==> src/rtl/coreuart_tx_arb_pkg.sv <==
// Shared definitions for the CoreUART transmit arbiter: FSM encoding,
// requester limit and a one-hot to index helper.
package coreuart_tx_arb_pkg;

    localparam int MAX_REQ = 4;

    typedef enum logic [2:0] {
        ST_IDLE   = 3'd0,
        ST_LOAD   = 3'd1,
        ST_STROBE = 3'd2,
        ST_GUARD  = 3'd3,
        ST_GUARD2 = 3'd4
    } arb_state_t;

    // Convert a one-hot requester vector into its index (0 when empty).
    function automatic logic [1:0] onehot_to_idx(input logic [MAX_REQ-1:0] onehot);
        logic [1:0] idx;
        idx = 2'd0;
        for (int i = 0; i < MAX_REQ; i++) begin
            if (onehot[i]) begin
                idx = 2'(i);
            end else begin
                idx = idx;
            end
        end
        return idx;
    endfunction

endpackage

==> src/rtl/coreuart_rr_pick.sv <==
// Combinational round-robin picker: returns the first eligible requester
// found when searching upward from the one after the previous winner.
module coreuart_rr_pick
    import coreuart_tx_arb_pkg::*;
#(
    parameter int NUM_REQ = 2
) (
    input  logic [NUM_REQ-1:0] i_eligible,
    input  logic [1:0]         i_last_winner,
    output logic [NUM_REQ-1:0] o_winner
);

    logic w_found;
    logic w_hit;

    // Walk the search order once; the first eligible hit becomes the winner.
    always_comb begin
        o_winner = {NUM_REQ{1'b0}};
        w_found  = 1'b0;
        w_hit    = 1'b0;
        for (int k = 1; k <= NUM_REQ; k++) begin
            for (int i = 0; i < NUM_REQ; i++) begin
                w_hit       = (((int'(i_last_winner) + k) % NUM_REQ) == i);
                o_winner[i] = o_winner[i] | (w_hit & i_eligible[i] & ~w_found);
                w_found     = w_found | (w_hit & i_eligible[i]);
            end
        end
    end

endmodule

==> src/rtl/coreuart_tx_arbiter.sv <==
// Round-robin arbiter sharing one CoreUART transmitter holding register
// between up to four byte sources, with optional packet lock and a lock
// timeout that frees the transmitter from a stalled packet owner.
module coreuart_tx_arbiter
    import coreuart_tx_arb_pkg::*;
#(
    parameter int NUM_REQ      = 2,
    parameter int LOCK_TIMEOUT = 0
) (
    input  logic                 clk,
    input  logic                 reset_n,
    input  logic [NUM_REQ-1:0]   req_valid,
    input  logic [8*NUM_REQ-1:0] req_data,
    input  logic [NUM_REQ-1:0]   req_last,
    output logic [NUM_REQ-1:0]   req_ready,
    input  logic                 txrdy,
    output logic [7:0]           tx_data,
    output logic                 tx_load,
    output logic [NUM_REQ-1:0]   grant,
    output logic                 locked,
    output logic                 busy
);

    localparam logic [1:0]  LW_RESET  = 2'(NUM_REQ - 1);
    localparam logic [15:0] TO_LIMIT  = 16'(LOCK_TIMEOUT);
    localparam logic        TO_ENABLE = (LOCK_TIMEOUT != 0);

    arb_state_t         r_state;
    arb_state_t         w_state_nxt;
    logic [NUM_REQ-1:0] r_grant;
    logic [NUM_REQ-1:0] w_grant_nxt;
    logic               r_locked;
    logic               w_locked_nxt;
    logic [1:0]         r_last_winner;
    logic [1:0]         w_last_winner_nxt;
    logic [7:0]         r_tx_data;
    logic [7:0]         w_tx_data_nxt;
    logic               r_tx_load;
    logic               w_tx_load_nxt;
    logic [15:0]        r_to_cnt;
    logic [15:0]        w_to_cnt_nxt;

    logic [NUM_REQ-1:0] w_eligible;
    logic [NUM_REQ-1:0] w_winner;
    logic [7:0]         w_sel_data;
    logic               w_sel_last;
    logic               w_owner_valid;

    // While a packet is locked only its owner may compete.
    always_comb begin
        if (r_locked) begin
            w_eligible = req_valid & r_grant;
        end else begin
            w_eligible = req_valid;
        end
    end

    // Mux the granted requester's byte and last flag (grant is one-hot).
    always_comb begin
        w_sel_data = 8'h00;
        for (int i = 0; i < NUM_REQ; i++) begin
            w_sel_data = w_sel_data | (req_data[8*i +: 8] & {8{r_grant[i]}});
        end
        w_sel_last    = |(req_last & r_grant);
        w_owner_valid = |(req_valid & r_grant);
    end

    coreuart_rr_pick #(
        .NUM_REQ (NUM_REQ)
    ) u_rr_pick (
        .i_eligible    (w_eligible),
        .i_last_winner (r_last_winner),
        .o_winner      (w_winner)
    );

    // Next-state and next-register logic for the load/strobe/guard sequence.
    always_comb begin
        w_state_nxt       = r_state;
        w_grant_nxt       = r_grant;
        w_locked_nxt      = r_locked;
        w_last_winner_nxt = r_last_winner;
        w_tx_data_nxt     = r_tx_data;
        w_tx_load_nxt     = 1'b0;
        w_to_cnt_nxt      = r_to_cnt;
        case (r_state)
            ST_IDLE: begin
                if (txrdy && (|w_eligible)) begin
                    w_grant_nxt = w_winner;
                    w_state_nxt = ST_LOAD;
                end else if (TO_ENABLE && r_locked && !w_owner_valid) begin
                    // Owner has gone quiet: count towards releasing the lock.
                    if (r_to_cnt == (TO_LIMIT - 16'd1)) begin
                        w_locked_nxt = 1'b0;
                        w_grant_nxt  = {NUM_REQ{1'b0}};
                        w_to_cnt_nxt = 16'd0;
                    end else begin
                        w_to_cnt_nxt = r_to_cnt + 16'd1;
                    end
                end else begin
                    w_state_nxt = ST_IDLE;
                end
            end
            ST_LOAD: begin
                w_tx_data_nxt     = w_sel_data;
                w_locked_nxt      = !w_sel_last;
                w_last_winner_nxt = onehot_to_idx(MAX_REQ'(r_grant));
                w_to_cnt_nxt      = 16'd0;
                w_tx_load_nxt     = 1'b1;
                w_state_nxt       = ST_STROBE;
            end
            ST_STROBE: begin
                w_state_nxt = ST_GUARD;
            end
            ST_GUARD: begin
                w_state_nxt = ST_GUARD2;
            end
            ST_GUARD2: begin
                // Give the transmitter's txrdy time to fall before re-arbitrating.
                w_state_nxt = ST_IDLE;
                if (r_locked) begin
                    w_grant_nxt = r_grant;
                end else begin
                    w_grant_nxt = {NUM_REQ{1'b0}};
                end
            end
            default: begin
                w_state_nxt  = ST_IDLE;
                w_grant_nxt  = {NUM_REQ{1'b0}};
                w_locked_nxt = 1'b0;
                w_to_cnt_nxt = 16'd0;
            end
        endcase
    end

    // State and datapath registers; reset returns everything to idle.
    always_ff @(posedge clk or negedge reset_n) begin
        if (!reset_n) begin
            r_state       <= ST_IDLE;
            r_grant       <= {NUM_REQ{1'b0}};
            r_locked      <= 1'b0;
            r_last_winner <= LW_RESET;
            r_tx_data     <= 8'h00;
            r_tx_load     <= 1'b0;
            r_to_cnt      <= 16'd0;
        end else begin
            r_state       <= w_state_nxt;
            r_grant       <= w_grant_nxt;
            r_locked      <= w_locked_nxt;
            r_last_winner <= w_last_winner_nxt;
            r_tx_data     <= w_tx_data_nxt;
            r_tx_load     <= w_tx_load_nxt;
            r_to_cnt      <= w_to_cnt_nxt;
        end
    end

    assign req_ready = (r_state == ST_LOAD) ? r_grant : {NUM_REQ{1'b0}};
    assign tx_data   = r_tx_data;
    assign tx_load   = r_tx_load;
    assign grant     = r_grant;
    assign locked    = r_locked;
    assign busy      = (r_state != ST_IDLE);

endmodule

==> config.mk <==
export PLATFORM = sky130hd
export DESIGN_NAME = coreuart_tx_arbiter
export DESIGN_NICKNAME = d
export VERILOG_FILES = /design/src/rtl/coreuart_tx_arb_pkg.sv /design/src/rtl/coreuart_rr_pick.sv /design/src/rtl/coreuart_tx_arbiter.sv
export SDC_FILE = /design/constraint.sdc
export NUM_CORES = 1
export LEC_CHECK = 0
export ABC_AREA = 1
export CAP_MARGIN = 20
export CORE_ASPECT_RATIO = 0.8
export CORE_MARGIN = 3
export CORE_UTILIZATION = 43
export CTS_CLUSTER_DIAMETER = 200
export DETAILED_ROUTE_END_ITERATION = 16
export PLACE_DENSITY = 0.83
export SYNTH_ARGS = -nofsm -noshare
export SYNTH_HDL_FRONTEND = slang
export SYNTH_HIERARCHICAL = 1
export SYNTH_SLANG_ARGS = --single-unit
==> constraint.sdc <==
create_clock -name clk -period 1.55 [get_ports clk]
set_input_delay 0.155 -clock clk [delete_from_list [all_inputs] [get_ports clk]]
set_output_delay 0.155 -clock clk [all_outputs]
set_load 0.05 [all_outputs]
---- Word level (Yosys, flattened, before mapping) ----
Cells that the tools add are included.
storage, ports and cells
  output and inout bits ................... 15
  input bits .............................. 23
  bits in registers ....................... 16
operators by class
  add/sub/neg operators ................... 2
  equal/unequal tests ..................... 8
  bitwise gates (word level) .............. 22
  reduce and logical (&&, ||, !) cells .... 11
  mux-type cells .......................... 10
operator list
  kind                                                  number
  logical NOT 32 bit                                    2
  AND 8 bit                                             2
  one-hot mux 3 bit (4 select lines)                    1
  two-way mux 2 bit                                     4
  bitwise OR 8 bit                                      1
  AND 1 bit                                             7
  equality test 3 x 2 -> 1 bit (second input constant)  2
  one-hot mux 2 bit (3 select lines)                    1
  AND 2 bit                                             2
  equality test 2 bit (second input constant)           2
  != test 2 bit (second input constant)                 2
  NOT 1 bit                                             4
  bitwise OR 1 bit                                      4
  OR reduction 2 bit                                    2
  OR reduction 4 bit                                    1
  equality test 3 x 1 -> 1 bit (second input constant)  1
  equality test 3 bit (second input constant)           1
  logical NOT 3 bit                                     1
  two-way mux 1 bit                                     3
  AND reduction 3 bit                                   1
  nonzero test 3 bit                                    1
  OR reduction 3 bit                                    1
  adder 1 bit (second input constant)                   2
  AND 1 bit (first input constant)                      2
  3 further kinds                                       3

---- Depth between registers and ports, before layout ----
  depth after elaboration ................. 11
  gate-level depth with buffers ........... 11
  depth with buffers taken out ............ 11

---- Cells and area by module ----
Netlist, hierarchy kept.
modules (own cells, without submodules)
  module               times used  area an instance (um2)  cells each
  coreuart_tx_arbiter  1           795.8                   93
  coreuart_rr_pick     1           20.0                    5

---- Least setup slack after synthesis ----
OpenSTA, ideal clock, no wires.
  path kind ............................... flip-flop to flip-flop
  from .................................... register r_grant[1] (netlist: grant[1])
  to ...................................... register r_grant[1] (netlist: grant[1])
  buffers on the path ..................... 0
  stages on the path, launching flop included .. 11
  arrival time ............................ 1.360 ns
  setup time .............................. 0.067 ns
  path slack .............................. 0.123 ns
  cells stage by stage .................... dfrtp_1 > inv_2 > nand2_1 > nand2_1 > inv_1 > inv_1 > a21oi_1 > inv_1 > nor2_1 > nand2_1 > nand2_1
between the ends
  longest elaborated chain between the ends .. 10
RTL lines
  element                               line                                            text
  from (decl)                           coreuart_tx_arbiter.sv:30                       logic [NUM_REQ-1:0] r_grant;
  from (signal assigned)                coreuart_tx_arbiter.sv:139                      r_grant <= {NUM_REQ{1'b0}};
  from (signal assigned)                coreuart_tx_arbiter.sv:147                      r_grant <= w_grant_nxt;
  AND 2 bit *                           --
  two-way mux 2 bit *                   coreuart_tx_arbiter.sv:51                       if (r_locked) begin
  via w_eligible[1]                     coreuart_tx_arbiter.sv:43                       logic [NUM_REQ-1:0] w_eligible;
  AND 1 bit                             coreuart_rr_pick.sv:24, coreuart_rr_pick.sv:25
  bitwise OR 1 bit (2 in series)        coreuart_rr_pick.sv:25                          w_found = w_found | (w_hit & i_eligible[i]);
  NOT 1 bit                             coreuart_rr_pick.sv:24                          o_winner[i] = o_winner[i] | (w_hit & i_eligible[i] & ~w_found);
  AND 1 bit                             coreuart_rr_pick.sv:24
  bitwise OR 1 bit *                    coreuart_rr_pick.sv:24
  via w_winner[1]                       coreuart_tx_arbiter.sv:44                       logic [NUM_REQ-1:0] w_winner;
  two-way mux 2 bit *                   coreuart_tx_arbiter.sv:87                       if (txrdy && (|w_eligible)) begin
  one-hot mux 2 bit (3 select lines) *  coreuart_tx_arbiter.sv:85                       case (r_state)
The timed path passes the listed nets; every way through them passes the cells marked *. The select of a mux whose other input is x is not followed.
A chain may end at the register's enable or synchronous reset.

---- Worst setup path after layout ----
  from .................................... register r_state[2]
  to ...................................... output port req_ready[1]
between the ends
  longest elaborated chain between the ends .. 2
RTL lines
  element                       line                        text
  from (decl)                   coreuart_tx_arbiter.sv:28   arb_state_t r_state;
  from (signal assigned)        coreuart_tx_arbiter.sv:146  r_state <= w_state_nxt;
  equality test 3 x 1 -> 1 bit  coreuart_tx_arbiter.sv:156  assign req_ready = (r_state == ST_LOAD) ? r_grant : {NUM_REQ{1'b0}};
  two-way mux 2 bit             coreuart_tx_arbiter.sv:156
  to (decl)                     coreuart_tx_arbiter.sv:15   output logic [NUM_REQ-1:0] req_ready,
Every way passes these cells.

==> flow_summary.yaml <==
grt:
  grt.overflow.total: 0
  grt_usage_pct: 19.7
  grt_first_pass_wirelength_mm: 3.40
  grt_start_max_net_pins: 12
  antenna_found_initial: 0
  grt_pass1_vias: 819
final_layout:
  layout_commonest_cell: "nand2_1"
  antennaDiodeCount: 0
  syn2layout_area_growth_pct: 59.5
  multi_input_area_um2: 354
  utilization_pct: 75.8
  drive_gt1_share_pct: 29.0
  final_cell_mix: "nand2_1 (40), clkdlybuf4s50_1 (22), buf_4 (20)"
  fillers: 124
  seq_area_um2: 402
  fin_nets: 169
pwr:
  p_switching_mw: 0.152
  combPwrFrac_pct: 8.7
  swShare_pct: 19.9
  p_leak_nw: 0.719
  p_per_area_nw_per_um2: 588
  p_int_mw: 0.610
  vdd_drop_max_v: 0.000445
  p_clk_share_pct: 36.6
  seqPwrFrac_pct: 54.8
placement:
  numPortBuffers: 37
  hpwlAfterDp_mm: 1.56
  gp_congestion: 0.785
  place_ws_ns: 0.301
sta:
  fin_crit_ns: 1.49
  worst_pin_slew_ns: 0.264
  relSlewSlack_pct: 82.3
  period_share_pct: 96.0
  fmax_mhz: 672
  drv_slew: 0
  clock-skew-final_ns: 0.00249
  setup_ws_ns: 0.0621
  hold_viol_final: 0
  finalSetupViolCount: 0
clocking:
  htree_levels: 1
  root_buffer: "clkbuf_4"
  cts_tree: "done"
  numCtsBuffers: 3
  clk_path_buf_depth: 2
  cts_num_sinks: 16
  cts_resized: 0
  clk_latency_ns: 0.29
  clk_pin_slew_ns: 0.09
  hold_buffers: 0
drt:
  routedWlPerCell_um: 12.2
  via_per_inst: 4.74
  initialDrtViolationCount: 8
  drtAntennaViolNets: 0
  drt_wl_total_mm: 2.03
  drt_pass1_iterations: 4
  vias: 791
  drc: 0
die:
  fp.dieW_um: 54.6
  die_area_um2: 2450
  start_util_pct: 47.5
  core_um2: 1710
  die_h_um: 44.9
  rows: 13
  pin_count: 38
setup_path:
  startpoint_type: "register"
  crit_family: "flip-flops"
  path_buf_inv: 2
  max_stage_delay_ns: 0.44
  setup.worst_path.class: "reg2out"
  crit_slowest_cell: "dfrtp_1"
  crit_required_ns: 1.39
  crit_arrival_ns: 1.33
  path_cells: "inv_2, nand3_4, nor2_8, buf_12"
  endpoint_kind: "output pin"
  path_max_fanout: 7
logic_synthesis:
  synth_area_um2: 812
  avgSynthCellArea_um2: 8.37
  syn_inst: 97
  yosys_warnings: 6
  syn-num-nets: 120
hold_path:
  hold_class: "in2async"
run:
  drv_cap: 0
outcome:
  status: "finished clean"
[per-stage QoR]
stage	instances	hold slack [ns]	TNS (ns)	power [mW]	instance area, um2
2_1_floorplan	97	-0.141	0	0.426	812
3_3_place_gp	157	0.412	0	0.491	1210
3_5_place_dp	157	0.407	0	0.492	1210
4_1_cts	163	0.0974	0	0.760	1260
5_1_grt	167	0.0874	-0.00641	0.800	1290
6_report	167	0.0880	0	0.762	1290
[registers in the layout (all words and copies together) (netlist names)]
| register | count |
|---|---|
| grant | 2 |
| r_last_winner | 1 |
| locked | 1 |
| tx_load | 1 |
| tx_data | 8 |
| r_state | 3 |
[final cells by class]
cell class                      count  area share (%)
Sequential cell                    16            31.0
Clock buffer                        4            2.80
Multi-Input combinational cell     68            27.3
Tap cell                           22            2.13
Timing Repair Buffer               45            33.2
Inverter                           12            3.48
[path summary, 6_finish.rpt]
check | startpoint | to | slack [ns] | cells past startpoint
worst max-delay path | r_state[2] | req_ready[1] | 0.06 | 4
worst min-delay path | reset_n | locked | 0.09 | 1
worst max register to register | r_state[2] | tx_data[5] | 0.26 | 6
worst min register to register | r_last_winner[0] | r_last_winner[0] | 0.50 | 2
max in group asynchronous | reset_n | tx_load | 1.02 | 2
min in group clk | req_data[3] | tx_data[3] | 0.41 | 3
[power by group through the flow]
stage                     sequential (mW)  combinational (mW)  clock, mW
after floorplan                     0.425           0.0000397          0
after global placement              0.425              0.0656          0
after CTS                           0.417              0.0669      0.276
after detailed placement            0.425              0.0665          0
final                               0.417              0.0660      0.279
after global routing                0.417              0.0713      0.312
[per-layer routing]
| layer | GRT usage (%) | part of all wire, % | vias to the layer above |
|---|---|---|---|
| met5 | 0 | 0 | - |
| met4 | 6.97 | 0.89 | 0 |
| met3 | 9.24 | 11 | 2 |
| met2 | 31.6 | 45 | 40 |
| met1 | 22.9 | 43 | 352 |
| li1 | - | - | 397 |
[timing repair]
item	4_1_cts	5_1_grt
endpoints found under the hold margin	0	0
setup buffers	2	4
pin swaps	2	0
endpoints found under the setup margin	2	2
No activity file was read; power rests on OpenSTA's default activity.
==> edit 1: new RTL, same settings <==
Make the reset (`reset_n`) synchronous in one clocked block.
--- a/src/rtl/coreuart_tx_arbiter.sv
+++ b/src/rtl/coreuart_tx_arbiter.sv
@@ -133,7 +133,7 @@
     end
 
     // State and datapath registers; reset returns everything to idle.
-    always_ff @(posedge clk or negedge reset_n) begin
+    always_ff @(posedge clk) begin
         if (!reset_n) begin
             r_state       <= ST_IDLE;
             r_grant       <= {NUM_REQ{1'b0}};
Check against the original RTL: differs if reset_n is asserted again (counterexample within 4 cycles, from zero or initial values and one cycle with reset_n low); with reset_n held inactive, the same outputs for 10 cycles.
==> edit 1 against the unedited design <==
- via count rose by 0.76%
- sequential cell count did not move
- sequential share of layout area fell by 3.5 points
- synthesized area fell by 10%
- wire length rose by 1.5%
- cell count did not move
- global-route usage rose by 0.67 points
- non-clock buffer count fell by 6
- design area fell by 9.9%
- setup slack improved by 68 ps
- utilization rose by 2.7 points
Power is not compared: it rests on default switching activity, and its combinational part moved more than twofold at a synthesized area within 25%.
==> edit 1: results (changes against the unedited design) <==
grt met3 use=6.67% (was 9.24%); Worst Reg-to-Reg Cells=6 (unchanged); signal buffers share of area=33.0% (was 33.2%); CP max stage delay=350 ps (was 440 ps); DP Cell Count=161 (was 157); vias in the first global route=767 (was 819); worst-margin pin slew=364 ps (was 264 ps); R2R Setup Slk=220 ps (was 260 ps); final core occ=78.5% (was 75.8%); Clock-cell share=3.11% (was 2.80%); fraction of layout instances using a drive strength above 1=19.9% (was 29.0%); FF-to-FF End=tx_data[0]$_SDFFE_PN0P_ (was tx_data[5]$_DFFE_PN0P_); WL met1=866 um (was 865 um); syn nets=128 (was 120); Total GRT Usage=20.3% (was 19.7%); Multi-input gate area=357 um^2 (was 354 um^2); Synth Area per Inst=6.95 um^2 (was 8.37 um^2); Signal buffers=39 (was 45); metal2 WL=1100 um (was 922 um); largest net degree at the start of global routing=15 (was 12); Placed Area=1110 um^2 (was 1210 um^2); via count=797 (was 791); count of multi-input gates=76 (was 68); Sequential Area=322 um^2 (was 402 um^2); Min-Delay Path Class=input pin to register (was input pin to async pin); Cell Count, Final, Fillers Out=167 (unchanged); Crit Path Max Fanout=14 (was 7); pre-CTS setup slack=217 ps (was 301 ps); status=complete, no violations (unchanged); routed wl met3=89 um (was 226 um); nonclk inv count=11 (was 12); cells after synthesis=105 (was 97); Flop pwr share=41.7%; CTS sink cnt=16 (unchanged); drt first pass iters=4 (unchanged); Top delay family on crit path=simple AND/OR/NAND/NOR gates (was flip-flops); reg2reg start=r_state[1]$_SDFF_PN0_ (was r_state[2]$_DFF_PN0_); GP Congestion=0.788 (was 0.785); global-route wire length before repair=3380 um (was 3400 um); Clock Skew=1.72 ps (was 2.49 ps); Critical Path AT=1260 ps (was 1330 ps); Comb. pwr=roughly 0.4 mW; met2 usage=34.8% (was 31.6%); Avg WL per Cell=12.3 um (was 12.2 um); critical path's slowest cell=dfxtp_1 (was dfrtp_1); M1 GR Usage=24.9% (was 22.9%)
## edit 1: what timing repair did
| action | 4_1_cts | 5_1_grt |
|---|---|---|
| buffers inserted | 2 | 0 |
| pin swaps | 2 | 0 |
| setup endpoints to repair | 2 | 2 |
| gates resized for setup | 0 | 1 |
| gates cloned | 0 | 0 |
## edit 1: worst min-delay path by stage
stage / from / end / slack, ps / depth (start not counted)
6_report: req_data[2] / tx_data[2]$_SDFFE_PN0P_ / 440 / 3
5_1_grt: req_data[2] / tx_data[2]$_SDFFE_PN0P_ / 450 / 3
4_1_cts: req_data[2] / tx_data[2]$_SDFFE_PN0P_ / 440 / 3
3_5_place_dp: tx_data[2]$_SDFFE_PN0P_ / tx_data[2]$_SDFFE_PN0P_ / 490 / 2
3_3_place_gp: tx_data[7]$_SDFFE_PN0P_ / tx_data[7]$_SDFFE_PN0P_ / 480 / 2
2_1_floorplan: reset_n / grant[0]$_SDFFE_PN0P_ / 280 / 2
==> edit 2: new RTL, same flow settings <==
Made on the original files. `MAX_REQ`: 4 -> 6.
--- a/src/rtl/coreuart_tx_arb_pkg.sv
+++ b/src/rtl/coreuart_tx_arb_pkg.sv
@@ -2,7 +2,7 @@
 // requester limit and a one-hot to index helper.
 package coreuart_tx_arb_pkg;
 
-    localparam int MAX_REQ = 4;
+    localparam int MAX_REQ = 6;
 
     typedef enum logic [2:0] {
         ST_IDLE   = 3'd0,
Function: kept (Yosys induction, for registers that start in step).
==> edit 2 against the unedited design <==
- critical path type unchanged
- utilization is 2.9 points lower
- highest routed layer unchanged
- synthesized area is 4.3% lower
- power is 0.99% lower
- critical path depth stayed put
- hold slack worse by 57 ps
- setup slack worse by 22 ps
- largest cell class is now registers
- synthesized cell count stayed put
- non-clock buffer count is 6 lower
- wire length is 1.9% higher
- sequential cell count stayed put
- design area is 6.6% lower
==> edit 2: results (changes against the unedited design) <==
status=complete, no violations (unchanged); reg2reg start=grant[0]$_DFFE_PN0P_ (was r_state[2]$_DFF_PN0_); Worst Reg-to-Reg Cells=9 (was 6); vias in the first global route=761 (was 819); CTS max path bufs=2 (unchanged); CP max stage delay=about 430 ps; H-tree depth=1 (unchanged); drt first pass iters=4 (unchanged); CTS buffer count=3 (unchanged); largest net degree at the start of global routing=15 (was 12); Critical Path Source=r_state[2]$_DFF_PN0_ (unchanged); Post-CTS Resized=0 (unchanged); Min-Delay Path Class=input pin to async pin (unchanged); Top delay family on crit path=flip-flops (unchanged); GP Congestion=0.728 (was 0.785); number of flip-flops in the largest register=8 (unchanged); Iteration-0 DRC Markers=14 (was 8); initial antenna violation count=0 (unchanged); CTS root buffer=clkbuf_4 (unchanged); clock slew at reported path FFs=90 ps (about the same); Post CTS Setup Buffer Count=0 (was 2); Synth warnings=6 (unchanged); port bufs=37 (unchanged); fraction of layout instances using a drive strength above 1=22.3% (was 29.0%); Clock Skew=2.71 ps (was 2.49 ps); Total GRT Usage=19.6% (was 19.7%); critical path's slowest cell=dfrtp_1 (unchanged); dpl hpwl=1620 um (was 1560 um); Clock Latency Late Sink=290 ps (about the same); Peak VDD IR=0.000503 V (was 0.000445 V); Crit Path Max Fanout=9 (was 7); DR vias/cell=4.72 (was 4.74); Lkg Pwr=0.640 nW (was 0.719 nW); syn nets=120 (unchanged); antenna diode count=0 (unchanged); Critical Path AT=1360 ps (was 1330 ps); NumNets Final=163 (was 169); Slew HR=82.0% (was 82.3%); Routed WL=2070 um (was 2030 um); global-route wire length before repair=3330 um (was 3400 um); FILL cells=136 (was 124); Int Pwr=0.610 mW (about the same)
==> edit 2: final cells by class <==
cell class,count,area share [%]
sequential,16,33.2
timing repair buffer,39,31.1
multi-input combinational,66,26.1
inverter,14,4.34
clock buffer,4,3.00
tap,22,2.28
==> edit 2: power by group through the flow <==
stage	combinational, mW	clock (mW)	sequential [mW]
after detailed placement	0.0658	0	0.425
after floorplan	0.0000227	0	0.425
after global placement	0.0649	0	0.425
after CTS	0.0667	0.282	0.417
final	0.0655	0.272	0.417
after global routing	0.0694	0.300	0.417
==> edit 2: metrics by stage <==
| stage | total power [mW] | area [um^2] | hold WS (ps) | std cells | setup slack, ps |
|---|---|---|---|---|---|
| finish | 0.754 | 1210 | 31.2 | 161 | 39.9 |
| global route | 0.786 | 1210 | 10.0 | 161 | -44.1 |
| CTS | 0.766 | 1210 | 24.7 | 161 | 27.2 |
| detailed placement | 0.491 | 1170 | 344 | 157 | 339 |
| global placement | 0.490 | 1170 | 339 | 157 | 372 |
| floorplan | 0.425 | 777 | -141 | 97 | 118 |
==> edit 2: worst paths after layout <==
path	to	slack, ps
worst max-delay path	req_ready[0]	40
worst min-delay path	tx_data[3]$_DFFE_PN0P_	30
worst max register to register	grant[1]$_DFFE_PN0P_	320
worst min register to register	r_last_winner[0]$_DFFE_PN1P_	500
max in group asynchronous	r_last_winner[0]$_DFFE_PN1P_	1060
min in group clk	tx_data[5]$_DFFE_PN0P_	420
==> edit 2: layer usage <==
layer	part of all wire (%)	GRT usage, %	up-vias
met5	0	0	-
met4	0.39	4.59	0
met3	3.0	4.38	2
met2	54	33.7	12
met1	42	24.9	359
li1	-	-	387
